[src/rtl/rr_arbiter_8.sv]
// Eight-way round-robin arbiter with a bounded grant hold.
// Emits a registered grant index plus valid flag for a one-hot decoder.
module rr_arbiter_8 #(
    parameter int MAX_HOLD = 4
) (
    input  logic       clk,
    input  logic       rst,
    input  logic [7:0] req,
    output logic [2:0] gnt_idx,
    output logic       gnt_valid
);

    localparam logic [3:0] HOLD_LIM = 4'(MAX_HOLD);

    typedef enum logic {
        IDLE,
        GRANT
    } state_t;

    state_t     state, state_n;
    logic [2:0] ptr, ptr_n;
    logic [3:0] hcnt, hcnt_n;
    logic [2:0] idx_n;
    logic       valid_n;
    logic [2:0] g_next;
    logic [7:0] others;

    // First set bit of v scanning upward from p, wrapping past 7 to 0.
    function automatic logic [2:0] pick(input logic [7:0] v, input logic [2:0] p);
        logic [2:0] r;
        logic [2:0] k;
        logic       hit;
        r   = p;
        hit = 1'b0;
        for (int i = 0; i < 8; i++) begin
            k = p + 3'(i);
            if (!hit && v[k]) begin
                r   = k;
                hit = 1'b1;
            end
        end
        return r;
    endfunction

    assign g_next = gnt_idx + 3'd1;
    assign others = req & ~(8'b1 << gnt_idx);

    always_ff @(posedge clk) begin
        if (rst) begin
            state     <= IDLE;
            ptr       <= 3'd0;
            hcnt      <= 4'd0;
            gnt_idx   <= 3'd0;
            gnt_valid <= 1'b0;
        end else begin
            state     <= state_n;
            ptr       <= ptr_n;
            hcnt      <= hcnt_n;
            gnt_idx   <= idx_n;
            gnt_valid <= valid_n;
        end
    end

    always_comb begin
        state_n = state;
        ptr_n   = ptr;
        hcnt_n  = hcnt;
        idx_n   = gnt_idx;
        valid_n = gnt_valid;
        unique case (state)
            IDLE: begin
                if (req != 8'd0) begin
                    idx_n   = pick(req, ptr);
                    valid_n = 1'b1;
                    hcnt_n  = 4'd1;
                    state_n = GRANT;
                end else begin
                    valid_n = 1'b0;
                end
            end
            GRANT: begin
                if (!req[gnt_idx]) begin
                    ptr_n = g_next;
                    if (req != 8'd0) begin
                        idx_n  = pick(req, g_next);
                        hcnt_n = 4'd1;
                    end else begin
                        valid_n = 1'b0;
                        state_n = IDLE;
                    end
                end else if (hcnt >= HOLD_LIM && others != 8'd0) begin
                    // Hold limit reached with competition pending: rotate away.
                    ptr_n  = g_next;
                    idx_n  = pick(others, g_next);
                    hcnt_n = 4'd1;
                end else if (hcnt < HOLD_LIM) begin
                    hcnt_n = hcnt + 4'd1;
                end
            end
            default: begin
                state_n = IDLE;
            end
        endcase
    end

endmodule

[config.mk]
export PLATFORM = sky130hd
export DESIGN_NAME = rr_arbiter_8
export DESIGN_NICKNAME = d
export VERILOG_FILES = /design/src/rtl/rr_arbiter_8.sv
export SDC_FILE = /design/constraint.sdc
export NUM_CORES = 1
export LEC_CHECK = 0
export ABC_AREA = 0
export BUFFER_PORTS_ARGS = -buffer_cell sky130_fd_sc_hd__buf_2
export CAP_MARGIN = 30
export CORE_MARGIN = 1.5
export CORE_UTILIZATION = 68
export DETAILED_ROUTE_END_ITERATION = 8
export PLACE_DENSITY = 0.86
export SETUP_SLACK_MARGIN = 0.5
export SLEW_MARGIN = 20
export SYNTH_ARGS = -nofsm -noshare
export SYNTH_HDL_FRONTEND = slang
export SYNTH_SLANG_ARGS = --single-unit
[constraint.sdc]
create_clock -name clk -period 5.65 [get_ports clk]
set_input_delay 1.13 -clock clk [delete_from_list [all_inputs] [get_ports clk]]
set_output_delay 1.13 -clock clk [all_outputs]
set_load 0.1 [all_outputs]
==> metrics.log <==
INFO  metric max_freq = 0.233 GHz
INFO  metric setup_viol = 0
INFO  metric detailedRoute.firstPassIterationCount = 5
INFO  metric io_pins = 14
INFO  metric finish.instance_area = 0.00361 sq mm
INFO  metric cell_class_contributing_the_biggest_share_of_worst_path_delay = multiplexers
INFO  metric critical_path.max_stage_delay = 0.77 ns
INFO  metric placed_cell_area = approximately 0.0036 sq mm
INFO  metric routed-via-count = 3521
INFO  metric cts.repair_timing.setup_buffer_count = 0
INFO  metric yosysMostFrequentCell = mux2i_1
INFO  metric clkSlewWorstSetupHoldPaths = 0.05 ns
INFO  metric routed_len_inst = 20.9 um
INFO  metric synth_common_cells = 39 x mux2i_1, 37 x nand2_1, 35 x nor2_1, 30 x o21ai_0, 23 x mux4_2
INFO  metric placementRows = 26
INFO  metric crit_path_max_fo = 37
INFO  metric tns = 0 ns
INFO  metric maxSlewViolCount = 0
INFO  metric ctsResizeCount = 0
INFO  metric clock_path_buffers = 2
INFO  metric die_h = 76.7 um
INFO  metric r2r-start = gnt_idx[0]
INFO  metric criticalPathCategory = reg -> reg
INFO  metric post_cts_hold_buffer_count = 0
INFO  metric buffers_plus_inverters_on_the_worst_setup_path = 4
INFO  metric post_synth.cell_area_avg = 8.64 sq um
INFO  metric max_cap_viol_count = 0
INFO  metric synth-edff-count = 0
INFO  metric viasPerCell = between 7 and 8
INFO  metric grt_remaining_overflow = 0
INFO  metric synth_flop_cell = dfxtp_1
INFO  metric synth_nets = 449
INFO  metric postSynthRegisterBits = 12
INFO  metric floorplan_die_area = 0.00589 sq mm
INFO  metric fillers = between 400 and 500
INFO  metric worstHoldPathCells = 1
INFO  metric count_of_unique_library_cells_instantiated_by_yosys = 86
INFO  metric grt_antenna_before_repair = 0
INFO  metric fin_util = 69.7%
INFO  metric fraction_of_final_layout_cells_sized_beyond_drive_strength_1 = around a fifth
INFO  metric critical_path_cell_count = 12
INFO  metric synthCells = between 400 and 500
INFO  metric initial_core_util = 71.5%
INFO  metric timing.critical_path.from = gnt_idx[0]
INFO  metric number_of_global_route_vias_before_repair = around 3300
INFO  metric coreArea = 0.00517 sq mm
INFO  metric r2r.worst_path.cells = 12
INFO  metric netlist_area_before_placement = between 0.003 and 0.004 sq mm
INFO  metric synth_top_cell_by_area = mux4_2
INFO  metric multi_input_comb_area = 0.00309 sq mm
INFO  metric grt_pass1_wl = 16300 um
INFO  metric drcViolationCount = 0
INFO  metric worst_pin_slew = 0.871 ns
INFO  metric n_antenna_cell = 0
INFO  metric tritoncts = yes
INFO  metric period_share = 75.9%
INFO  metric ys_warn_count = 0
INFO  metric power.density_cell_area = 603 mW/mm^2
INFO  metric grtUsageTotal = 33.6%
INFO  metric drt_first_iter_violations = 440
INFO  metric startpoint_type = flip-flop
INFO  metric routed_wirelength = 10000 um
INFO  metric cp_common_cell = buf_4
INFO  metric maxSlewHeadroom = 42.0%
INFO  metric synth_async_sr_flop_share = 0%
INFO  metric rsz_0062_raised_after_global_routing = false
INFO  metric cts.htree.levels = 1
INFO  metric ff_latch_area = roughly 240 sq um
INFO  metric clock_insertion_delay_worst_skew = 0.24 ns
INFO  metric finalCriticalPeriod = approximately 4.3 ns
INFO  metric detailed_place_hpwl = 7170 um
INFO  metric min-delay-path-class = reg -> reg
INFO  metric post_synth_main_area_contributors = mux4_2 14%, mux2i_1 11%, dfxtp_1 6.5%
INFO  metric die_w = 76.7 um
INFO  metric place_congestion = 0.956
INFO  metric hold_start = hcnt[3]
INFO  metric grt_max_degree = 38
INFO  metric power.ir.vdd_worst = 453 uV
INFO  metric path_cells = buf_4 > inv_2 > ha_1 > buf_4 > mux2_2 > mux4_1 > clkinv_1 > and2_4 > nand2_1 > or4_1 > o211ai_1 > a41oi_2
INFO  metric clock-sinks = 12
INFO  metric setup.worst_path.end_class = flip-flop
INFO  metric skew = slightly above 0.0005 ns
INFO  metric post-synth-top-area-fraction = 14.0%
INFO  metric clock_tree.root_cell = clkbuf_8
INFO  metric critical_path_required = 5.76 ns
INFO  metric antenna_left = 0
INFO  metric crit_path_top_delay_cell = ha_1
INFO  metric static-leakage-power = 0.00132 uW
INFO  metric nNetsFinal = 432
INFO  metric ys_seq_area_share = 6.50%
INFO  metric tritoncts.num_buffers = 3
INFO  metric worstPathArrival = roughly 4.4 ns
INFO  metric outcome = finished clean
INFO  metric area.growth.synth_to_final = -2.44%
INFO  metric finalHoldViolations = 0
INFO  metric count_of_buffers_inserted_at_the_top_level_ports = 13
state kept, by name, indices dropped and copies added, names as in the netlist:
| signal | count |
|---|---|
| state | 1 |
| gnt_valid | 1 |
| gnt_idx | 3 |
| hcnt | 4 |
| ptr | 3 |
cell type report:
cell class | instances | area share (%)
timing repair buffer | 18 | 2.85
sequential | 12 | 6.66
multi-input combinational | 363 | 85.6
tap | 70 | 2.43
clock buffer | 3 | 1.15
inverter | 13 | 1.35
worst paths after layout:
kind	end	slack, ns
min reg2reg	hcnt[3]	0.47
max reg2reg	gnt_idx[2]	1.36
max	gnt_idx[2]	1.36
min	hcnt[3]	0.47
layout by cell type (no fill, tap or decap), types with 11 or more instances in the layout:
cell      netlist  layout
mux2i_1        39      39
mux2_2         12      12
nand2_1        37      37
nor2_1         35      35
a21oi_1        16      16
buf_2           6      13
dfxtp_1        12      12
o211ai_1       11      11
o21ai_0        30      30
ha_1           11      11
nand3_1        11      11
mux4_2         23      23
metal layers:
| layer | wire length, um | global-route usage, % |
|---|---|---|
| met4 | 161 | 7.96 |
| met3 | 889 | 3.81 |
| met1 | 4200 | 47.5 |
| met5 | 0 | 0 |
| met2 | 4760 | 54.8 |
report_power, final:
| group | leakage, uW | switching (uW) | internal (uW) | total [uW] |
|---|---|---|---|---|
| sequential | 0.0000988 | 36.3 | 101 | 137 |
| combinational | 0.00120 | 1140 | 823 | 1960 |
| clock | 0.0000216 | 29.9 | 46.9 | 76.7 |
| total | 0.00132 | 1200 | 971 | 2180 |
per-stage QoR:
stage / total power, uW / cells / worst slack, ns / hold WS (ns)
floorplan: 1800 / 428 / 1.61 / 0.444
global placement: 2020 / 476 / 1.53 / 0.463
detailed placement: 2050 / 476 / 1.46 / 0.464
CTS: 2130 / 479 / 1.44 / 0.475
global route: 2340 / 479 / 1.19 / 0.496
finish: 2180 / 479 / 1.36 / 0.475
worst register-to-register path, cell delays in order, from the launching register on:
cell,delay [ns]
dfxtp_1,0.36
buf_4,0.39
inv_2,0.08
ha_1,0.77
buf_4,0.39
mux2_2,0.40
mux4_1,0.56
clkinv_1,0.09
and2_4,0.15
nand2_1,0.07
or4_1,0.51
o211ai_1,0.22
a41oi_2,0.16
kinds of logic (layout without fill, tap and decap cells):
family / after synthesis / count (layout) / synth area share [%]
DFF: 12 / 12 / 6.50
and+or+nand+nor: 133 / 133 / 17.8
muxes: 84 / 84 / 33.5
xor gates and xnor gates: 10 / 10 / 3.49
adders and majority gates: 11 / 11 / 3.72
AOI/OAI and AO/OA: 125 / 125 / 25.0
buffers and inverters: 53 / 34 / 10.0
Power figures use the tool's default switching activity.
